[src/rtl/codec_adc_capture.sv]
// I2S ADC capture: deserialises 16-bit codec samples into ping-pong byte buffer halves
// with a filled/ack handover. Define CAPTURE_MONO_EN to store the left channel only.
module codec_adc_capture #(
  parameter int BUFFER_ADDR_BITS = 9,
  parameter int SAMPLE_BITS      = 16
) (
  input  logic                        clk,
  input  logic                        rst_n,
  input  logic                        capture_en_i,
  input  logic                        codec_bclk_i,
  input  logic                        codec_adclrck_i,
  input  logic                        codec_adcdat_i,
  output logic [BUFFER_ADDR_BITS-1:0] capture_buffer_addr_o,
  output logic                        capture_buffer_sel_o,
  output logic [7:0]                  capture_buffer_data_o,
  output logic                        capture_buffer_wren_o,
  output logic                        capture_buffer_filled_o,
  input  logic                        capture_buffer_filled_ack_i,
  output logic                        capture_overrun_o
);

  localparam int CNT_W = $clog2(SAMPLE_BITS);
`ifdef CAPTURE_MONO_EN
  localparam bit MONO = 1'b1;
`else
  localparam bit MONO = 1'b0;
`endif

  typedef enum logic [2:0] {
    S_IDLE, S_WAIT_FRAME, S_SKIP, S_SHIFT, S_WRITE_LO, S_WRITE_HI, S_CH_END
  } state_t;

  state_t                      r_state, w_next;
  logic [2:0]                  r_bclk_sync;
  logic [1:0]                  r_lrck_sync, r_dat_sync;
  logic                        r_lrck_prev, r_right;
  logic [CNT_W-1:0]            r_bit_cnt;
  logic [SAMPLE_BITS-1:0]      r_shift;
  logic [BUFFER_ADDR_BITS-1:0] r_ptr;
  logic                        r_sel, r_filled, r_overrun;

  logic w_bclk_rise, w_lrck, w_dat, w_lrck_edge, w_left_start, w_right_start;
  logic w_last_bit, w_half_end;

  // Stage [2] of the bclk chain only exists to edge-detect the synchronised level.
  assign w_bclk_rise   = r_bclk_sync[1] & ~r_bclk_sync[2];
  assign w_lrck        = r_lrck_sync[1];
  assign w_dat         = r_dat_sync[1];
  assign w_lrck_edge   = w_bclk_rise & (w_lrck != r_lrck_prev);
  assign w_left_start  = w_lrck_edge & ~w_lrck;
  assign w_right_start = w_lrck_edge & w_lrck;
  assign w_last_bit    = w_bclk_rise & (r_bit_cnt == CNT_W'(SAMPLE_BITS - 1));
  assign w_half_end    = (r_state == S_WRITE_HI) && (r_ptr == '1);

  // NOTE: sequential state uses non-blocking assignments so every register samples
  // pre-edge values; blocking here would make the synchroniser collapse to one stage.
  always_ff @(posedge clk or negedge rst_n) begin
    if (!rst_n) begin
      r_bclk_sync <= '0;
      r_lrck_sync <= '0;
      r_dat_sync  <= '0;
    end else begin
      r_bclk_sync <= {r_bclk_sync[1:0], codec_bclk_i};
      r_lrck_sync <= {r_lrck_sync[0], codec_adclrck_i};
      r_dat_sync  <= {r_dat_sync[0], codec_adcdat_i};
    end
  end

  always_ff @(posedge clk or negedge rst_n) begin
    if (!rst_n) r_state <= S_IDLE;
    else        r_state <= w_next;
  end

  // NOTE: w_next gets a default before the case so no path leaves it unassigned (no latch).
  always_comb begin
    w_next = r_state;
    case (r_state)
      S_IDLE:       if (capture_en_i) w_next = S_WAIT_FRAME;
      S_WAIT_FRAME: begin
        if (!capture_en_i)     w_next = S_IDLE;
        else if (w_left_start) w_next = S_SKIP;
      end
      S_SKIP:       if (w_bclk_rise) w_next = S_SHIFT;
      S_SHIFT:      if (w_last_bit) w_next = (MONO && r_right) ? S_CH_END : S_WRITE_LO;
      S_WRITE_LO:   w_next = S_WRITE_HI;
      S_WRITE_HI:   w_next = S_CH_END;
      S_CH_END: begin
        if (!r_right) begin
          if (w_right_start) w_next = S_SKIP;
        end else if (!capture_en_i) begin
          w_next = S_IDLE;
        end else if (w_left_start) begin
          w_next = S_SKIP;
        end
      end
      default:      w_next = S_IDLE;
    endcase
  end

  always_ff @(posedge clk or negedge rst_n) begin
    if (!rst_n) begin
      r_lrck_prev <= 1'b0;
      r_right     <= 1'b0;
      r_bit_cnt   <= '0;
      r_shift     <= '0;
      r_ptr       <= '0;
      r_sel       <= 1'b0;
      r_filled    <= 1'b0;
      r_overrun   <= 1'b0;
    end else begin
      if (w_bclk_rise) r_lrck_prev <= w_lrck;
      if (w_lrck_edge) r_right     <= w_lrck;

      if (r_state != S_SHIFT) r_bit_cnt <= '0;
      else if (w_bclk_rise)   r_bit_cnt <= r_bit_cnt + 1'b1;

      if (r_state == S_SHIFT && w_bclk_rise)
        r_shift <= {r_shift[SAMPLE_BITS-2:0], w_dat};

      if (r_state == S_WRITE_LO || r_state == S_WRITE_HI) r_ptr <= r_ptr + 1'b1;

      // An ack arriving with the boundary frees the other half, so it is a normal switch.
      if (w_half_end) begin
        r_filled <= 1'b1;
        if (r_filled && !capture_buffer_filled_ack_i) r_overrun <= 1'b1;
        else                                          r_sel     <= ~r_sel;
      end else if (capture_buffer_filled_ack_i) begin
        r_filled <= 1'b0;
      end
    end
  end

  always_comb begin
    capture_buffer_wren_o = 1'b0;
    capture_buffer_data_o = '0;
    case (r_state)
      S_WRITE_LO: begin
        capture_buffer_wren_o = 1'b1;
        capture_buffer_data_o = r_shift[7:0];
      end
      S_WRITE_HI: begin
        capture_buffer_wren_o = 1'b1;
        capture_buffer_data_o = r_shift[15:8];
      end
      default: ;
    endcase
  end

  assign capture_buffer_addr_o   = r_ptr;
  assign capture_buffer_sel_o    = r_sel;
  assign capture_buffer_filled_o = r_filled;
  assign capture_overrun_o       = r_overrun;

endmodule

[config.mk]
export PLATFORM = sky130hd
export DESIGN_NAME = codec_adc_capture
export DESIGN_NICKNAME = d
export VERILOG_FILES = /design/src/rtl/codec_adc_capture.sv
export SDC_FILE = /design/constraint.sdc
export NUM_CORES = 1
export LEC_CHECK = 0
export ABC_CLOCK_PERIOD_IN_PS = 2800
export BUFFER_PORTS_ARGS = -buffer_cell sky130_fd_sc_hd__buf_2
export CORE_ASPECT_RATIO = 1.5
export CORE_MARGIN = 3
export CORE_UTILIZATION = 60
export CTS_BUF_LIST = sky130_fd_sc_hd__clkbuf_16
export CTS_CLUSTER_SIZE = 14
export DETAILED_ROUTE_END_ITERATION = 6
export PLACE_DENSITY = 0.91
export SLEW_MARGIN = 5
export SYNTH_ARGS = -nofsm -noshare
export SYNTH_HDL_FRONTEND = slang
export SYNTH_SLANG_ARGS = --single-unit
[constraint.sdc]
create_clock -name clk -period 2.8 [get_ports clk]
set_input_delay 0.14 -clock clk [delete_from_list [all_inputs] [get_ports clk]]
set_output_delay 0.14 -clock clk [all_outputs]
set_load 0.005 [all_outputs]
After elaboration in Yosys (flattened, before gate mapping)
Cells that the tools add are included.
{"block": "classes", "n_reduce_logical": 12, "div": 0, "bitwise": 9, "n_mul": 0, "addsub": 2, "n_eq_ne": 14, "shift": 0, "n_lt_le_gt_ge": 0, "muxes": 14}
{"op": "$mux W3", "count": 7}
{"op": "$pmux W3 S7", "count": 1}
{"op": "$pmux W8 S2", "count": 1}
{"op": "$add A9 B1 Y9 const B", "count": 1}
{"op": "$eq A3 B3 Y1 const B", "count": 3}
{"op": "$eq A9 B9 Y1 const B", "count": 1}
{"op": "$mux W4", "count": 2}
{"op": "$eq A3 B2 Y1 const B", "count": 2}
{"op": "$ne A2 B2 Y1 const B", "count": 3}
{"op": "$and A1 B1 Y1", "count": 5}
{"op": "$add A4 B1 Y4 const B", "count": 1}
{"op": "$eq A4 B4 Y1 const B", "count": 1}
{"op": "$not A1 Y1", "count": 4}
{"op": "$reduce_and A2 Y1", "count": 2}
{"op": "$reduce_and A4 Y1", "count": 1}
{"op": "$reduce_bool A2 Y1", "count": 2}
{"op": "$eq A3 B1 Y1 const B", "count": 1}
{"op": "$logic_and A1 B1 Y1", "count": 3}
{"op": "$logic_not A3 Y1", "count": 1}
{"op": "$mux W1", "count": 3}
{"op": "$ne A3 B2 Y1 const B", "count": 1}
{"op": "$ne A3 B3 Y1 const B", "count": 1}
{"op": "$reduce_or A2 Y1", "count": 1}
{"op": "$logic_not A1 Y1", "count": 1}
{"op": "2 further kinds", "count": 2}
{"block": "word_totals", "n_memories": 0, "output_inout_bits": 21, "mem_bits_rw": 0, "romBits": 0, "regBits": 44, "latch_bits": 0, "wordCells": 63}

Depth between registers and ports, before layout
{"block": "depth", "ltp_word": 8, "depth_mapped": 6, "ltp_nobuf": 6}

Worst setup path after synthesis
Ideal clock, no wire load.
{"block": "synth_path", "path_type": "register -> register", "from": "reg r_state[1]", "to": "reg r_shift[0]", "stages_incl_launch_ff": 7, "slack_ps": 1265, "path_buffers": 2, "required_time_ps": 2675, "t_arrival_ps": 1410, "cell_sequence": "dfrtp_1 buf_6 nor3_2 a21oi_2 o21bai_4 buf_12 mux2_4"}
{"block": "synth_between", "elab_chain_cells": 2}
{"item": "start: declaration", "line": "33", "text": "state_t r_state, w_next;"}
{"item": "start signal: assignment", "line": "71", "text": "else r_state <= w_next;"}
{"item": "$eq A3 B2 Y1", "line": "117", "text": "if (r_state == S_SHIFT && w_bclk_rise)"}
{"item": "$logic_and A1 B1 Y1", "line": "117"}
{"item": "end signal: assignment", "line": "118", "text": "r_shift <= {r_shift[SAMPLE_BITS-2:0], w_dat};"}
{"item": "end: declaration", "line": "38", "text": "logic [SAMPLE_BITS-1:0] r_shift;"}
Every way passes these cells.
A chain may end at the register's enable or synchronous reset.

Worst setup path in the final report
{"block": "layout_path", "from": "reg r_state[0]", "to": "reg r_shift[6]"}
Same word-level chain as after synthesis.

==> impl_metrics.ini <==
[cts]
cts-buffers-inserted = 5
cts.sinks = 44
clk_pin_slew_ns = 0.06
clockBufferDepth = 2
cts.repair.resized = 0
cts_tree = built
htreeDepth = 2
insertion_delay_ns = 0.29
ctsRootBufferMaster = clkbuf_16

[global_route]
antenna_found_initial = 0
grtUsageMet2_pct = 34.15
grt_busiest_layer = met2
met1_usage_pct = 25.00
track_usage_pct = 20.76
grt_pass1_vias = 1366
gr-total-overflow = 0
grt_max_degree = 45
grt_pass1_wl_mm = 6.279
grt_util_met3_pct = 5.437

[routing]
drc = 0
vias = 1307
finalWirelength_mm = 3.637
routedWlPerCell_um = 15.48
via_per_inst = 5.562
drtPass1Iterations = 5
antenna_left = 0
drt_iter0_markers = 29

[worst_hold_path]
hp-class = input pin to asynchronous set/reset pin

[timing]
max_freq_ghz = 0.4866
tightestPinTransition_ns = 0.9293
finalWorstSetupSlack_ns = 0.7449
period_share_pct = 73.40
finClkSkew_ns = 0.009231
slew_violations = 0
rsz0062_at_grt = false
holdWs_ns = -0.003763
finalHoldViolCount = 12
setup_viol_count_final = 0
finalSetupTns_ns = 0
period_needed_ns = 2.055
slew_headroom_pct = 38.05

[worst_setup_path]
path_delay_family = flip-flops
reg2reg_to = r_shift[6]$_DFFE_PN0P_
worst-r2r-setup-slack_ns = 0.74
cp.arrival_ns = 2.22
crit_cells = 4
rr_worst_depth = 4
crit_start = r_state[0]$_DFFE_PN0P_
required_ns = 2.96
regToRegStartpoint = r_state[0]$_DFFE_PN0P_
critPathKind = flop to flop
critical-path-max-stage-delay_ns = 0.66
end_kind = flop
slowest_stage = dfrtp_1
crit_path_end = r_shift[6]$_DFFE_PN0P_
crit_chain = nor3_2 > a21oi_2 > o21bai_4 > mux2_2
cp_num_buf_inv = 0
cp_max_fo = 17
cp-start-kind = flop

[floorplan]
start_util_pct = 63.25
die_h_um = 77.03
die_w_um = 53.36
num_rows = 25
io_pins = 28
core-area_um2 = 3191
die_area_um2 = 4110

[synth]
postSynth.asyncResetShare_pct = 100.0
syn_area_um2 = 2018
synth_fp_nets = 174
yosysWarnings = 0
synth-seq-cells = 44
syn_area_per_cell_um2 = 12.31
seq_area_frac_synth_pct = 54.56
synthDistinctLibCells = 36
synth_edf_count = 0
synth_flop_cell = dfrtp_1
syn_inst = 164

[cells_and_area]
syn_to_final_growth_pct = 14.45
fin_nets = 204
diodes = 0
fin_cells = 235
final_cell_mix = dfrtp_1 (44), buf_2 (27), nand2_1 (18), nor2_1 (15), mux2_4 (10)
layout_commonest_cell = dfrtp_1
layout-drive-gt1-share_pct = 28.72

[pwr]
cellLeakagePower_nw = 1.176
p_per_area_nw_per_um2 = 849.0
irDropWorstVdd_mv = 0.5306

[placement]
place_ws_ns = 0.7824
gp_congestion = 0.7981
hpwl_mm = 2.482
io_buffers = 27
dp_cells = 224

[flow_run]
max-cap-violations = 0

[status]
outcome = complete, but fails checks
violations = hold timing
-- through the flow --
stage                     utilization [%]  cell area (µm²)  power, mW  hold WS [ns]
after global routing                72.39             2310      2.067       0.07834
final                               72.39             2310      1.961     -0.003763
after detailed placement            67.10             2141      1.411        0.2498
after floorplan                         -             2018      1.316       -0.1556
after global placement              67.10             2141      1.365        0.2490
after CTS                           72.39             2310      1.976       0.03950
-- how the worst min path moves through the flow --
stage | from | to | slack, ns | cells past startpoint
global route | rst_n | r_bit_cnt[3]$_DFFE_PN0P_ | 0.08 | 1
global placement | codec_bclk_i | r_bclk_sync[0]$_DFF_PN0_ | 0.25 | 1
floorplan | rst_n | capture_buffer_addr_o[0]$_DFFE_PN0P_ | -0.16 | 0
CTS | rst_n | capture_buffer_addr_o[1]$_DFFE_PN0P_ | 0.04 | 1
detailed placement | codec_adcdat_i | r_dat_sync[0]$_DFF_PN0_ | 0.25 | 1
finish | rst_n | capture_buffer_addr_o[1]$_DFFE_PN0P_ | -0.004 | 1
-- metal layers --
layer	share of wire, %	vias up
met5	0	-
met4	2.2	0
met3	3.9	8
met2	54	31
met1	40	644
li1	-	624
-- area by class of cell --
class                   instances  area [µm²]
multi-input cells             112       850.8
inverters                       1       3.754
flip-flops and latches         44        1101
well taps                      40       50.05
repair buffers                 30       165.2
clock buffers                   5       125.1
clock inverters                 3       13.76
fillers                       232       880.8
-- flip-flops by register name, summed over array words and instances (netlist names) --
register / count
r_dat_sync: 2
r_lrck_prev: 1
r_right: 1
r_bclk_sync: 3
r_lrck_sync: 2
capture_buffer_filled_o: 1
capture_overrun_o: 1
capture_buffer_sel_o: 1
capture_buffer_addr_o: 9
r_state: 3
r_shift: 16
r_bit_cnt: 4
-- power breakdown --
part	total (mW)	switching, mW	leakage, nW	internal (mW)
clock network	0.550	0.227	0.0710	0.324
registers	0.932	0.185	0.576	0.747
logic	0.478	0.215	0.529	0.263
total	1.96	0.627	1.18	1.33
-- cell usage after synthesis, types with 3 or more instances --
| master | count | share of area [%] |
|---|---|---|
| dfrtp_1 | 44 | 55 |
| nand2_1 | 18 | 3.3 |
| nor2_1 | 15 | 2.8 |
| mux2_4 | 10 | 7.4 |
| mux2i_1 | 8 | 4.0 |
| xnor2_1 | 7 | 3.0 |
| mux2_2 | 6 | 3.3 |
| a21oi_1 | 5 | 1.2 |
| nand4_1 | 5 | 1.5 |
| o21ai_0 | 4 | 0.99 |
| xor2_1 | 4 | 1.7 |
| ha_1 | 3 | 1.9 |
| nand2b_1 | 3 | 0.93 |
| nor2b_1 | 3 | 0.93 |
-- repair_timing --
action                                 4_1_cts  5_1_grt
endpoints found under the hold margin        3        0
hold buffers                                 3        0
buffers inserted                             0        0
-- cell families after synthesis --
family | after synthesis | synth area share [%]
compound gates | 19 | 6.634
xor+xnor | 11 | 4.774
fa+ha+maj | 3 | 1.860
buf+inv | 8 | 3.286
flops | 44 | 54.56
mux | 24 | 14.75
simple gates | 55 | 14.13
No activity file was read; power rests on OpenSTA's default activity.
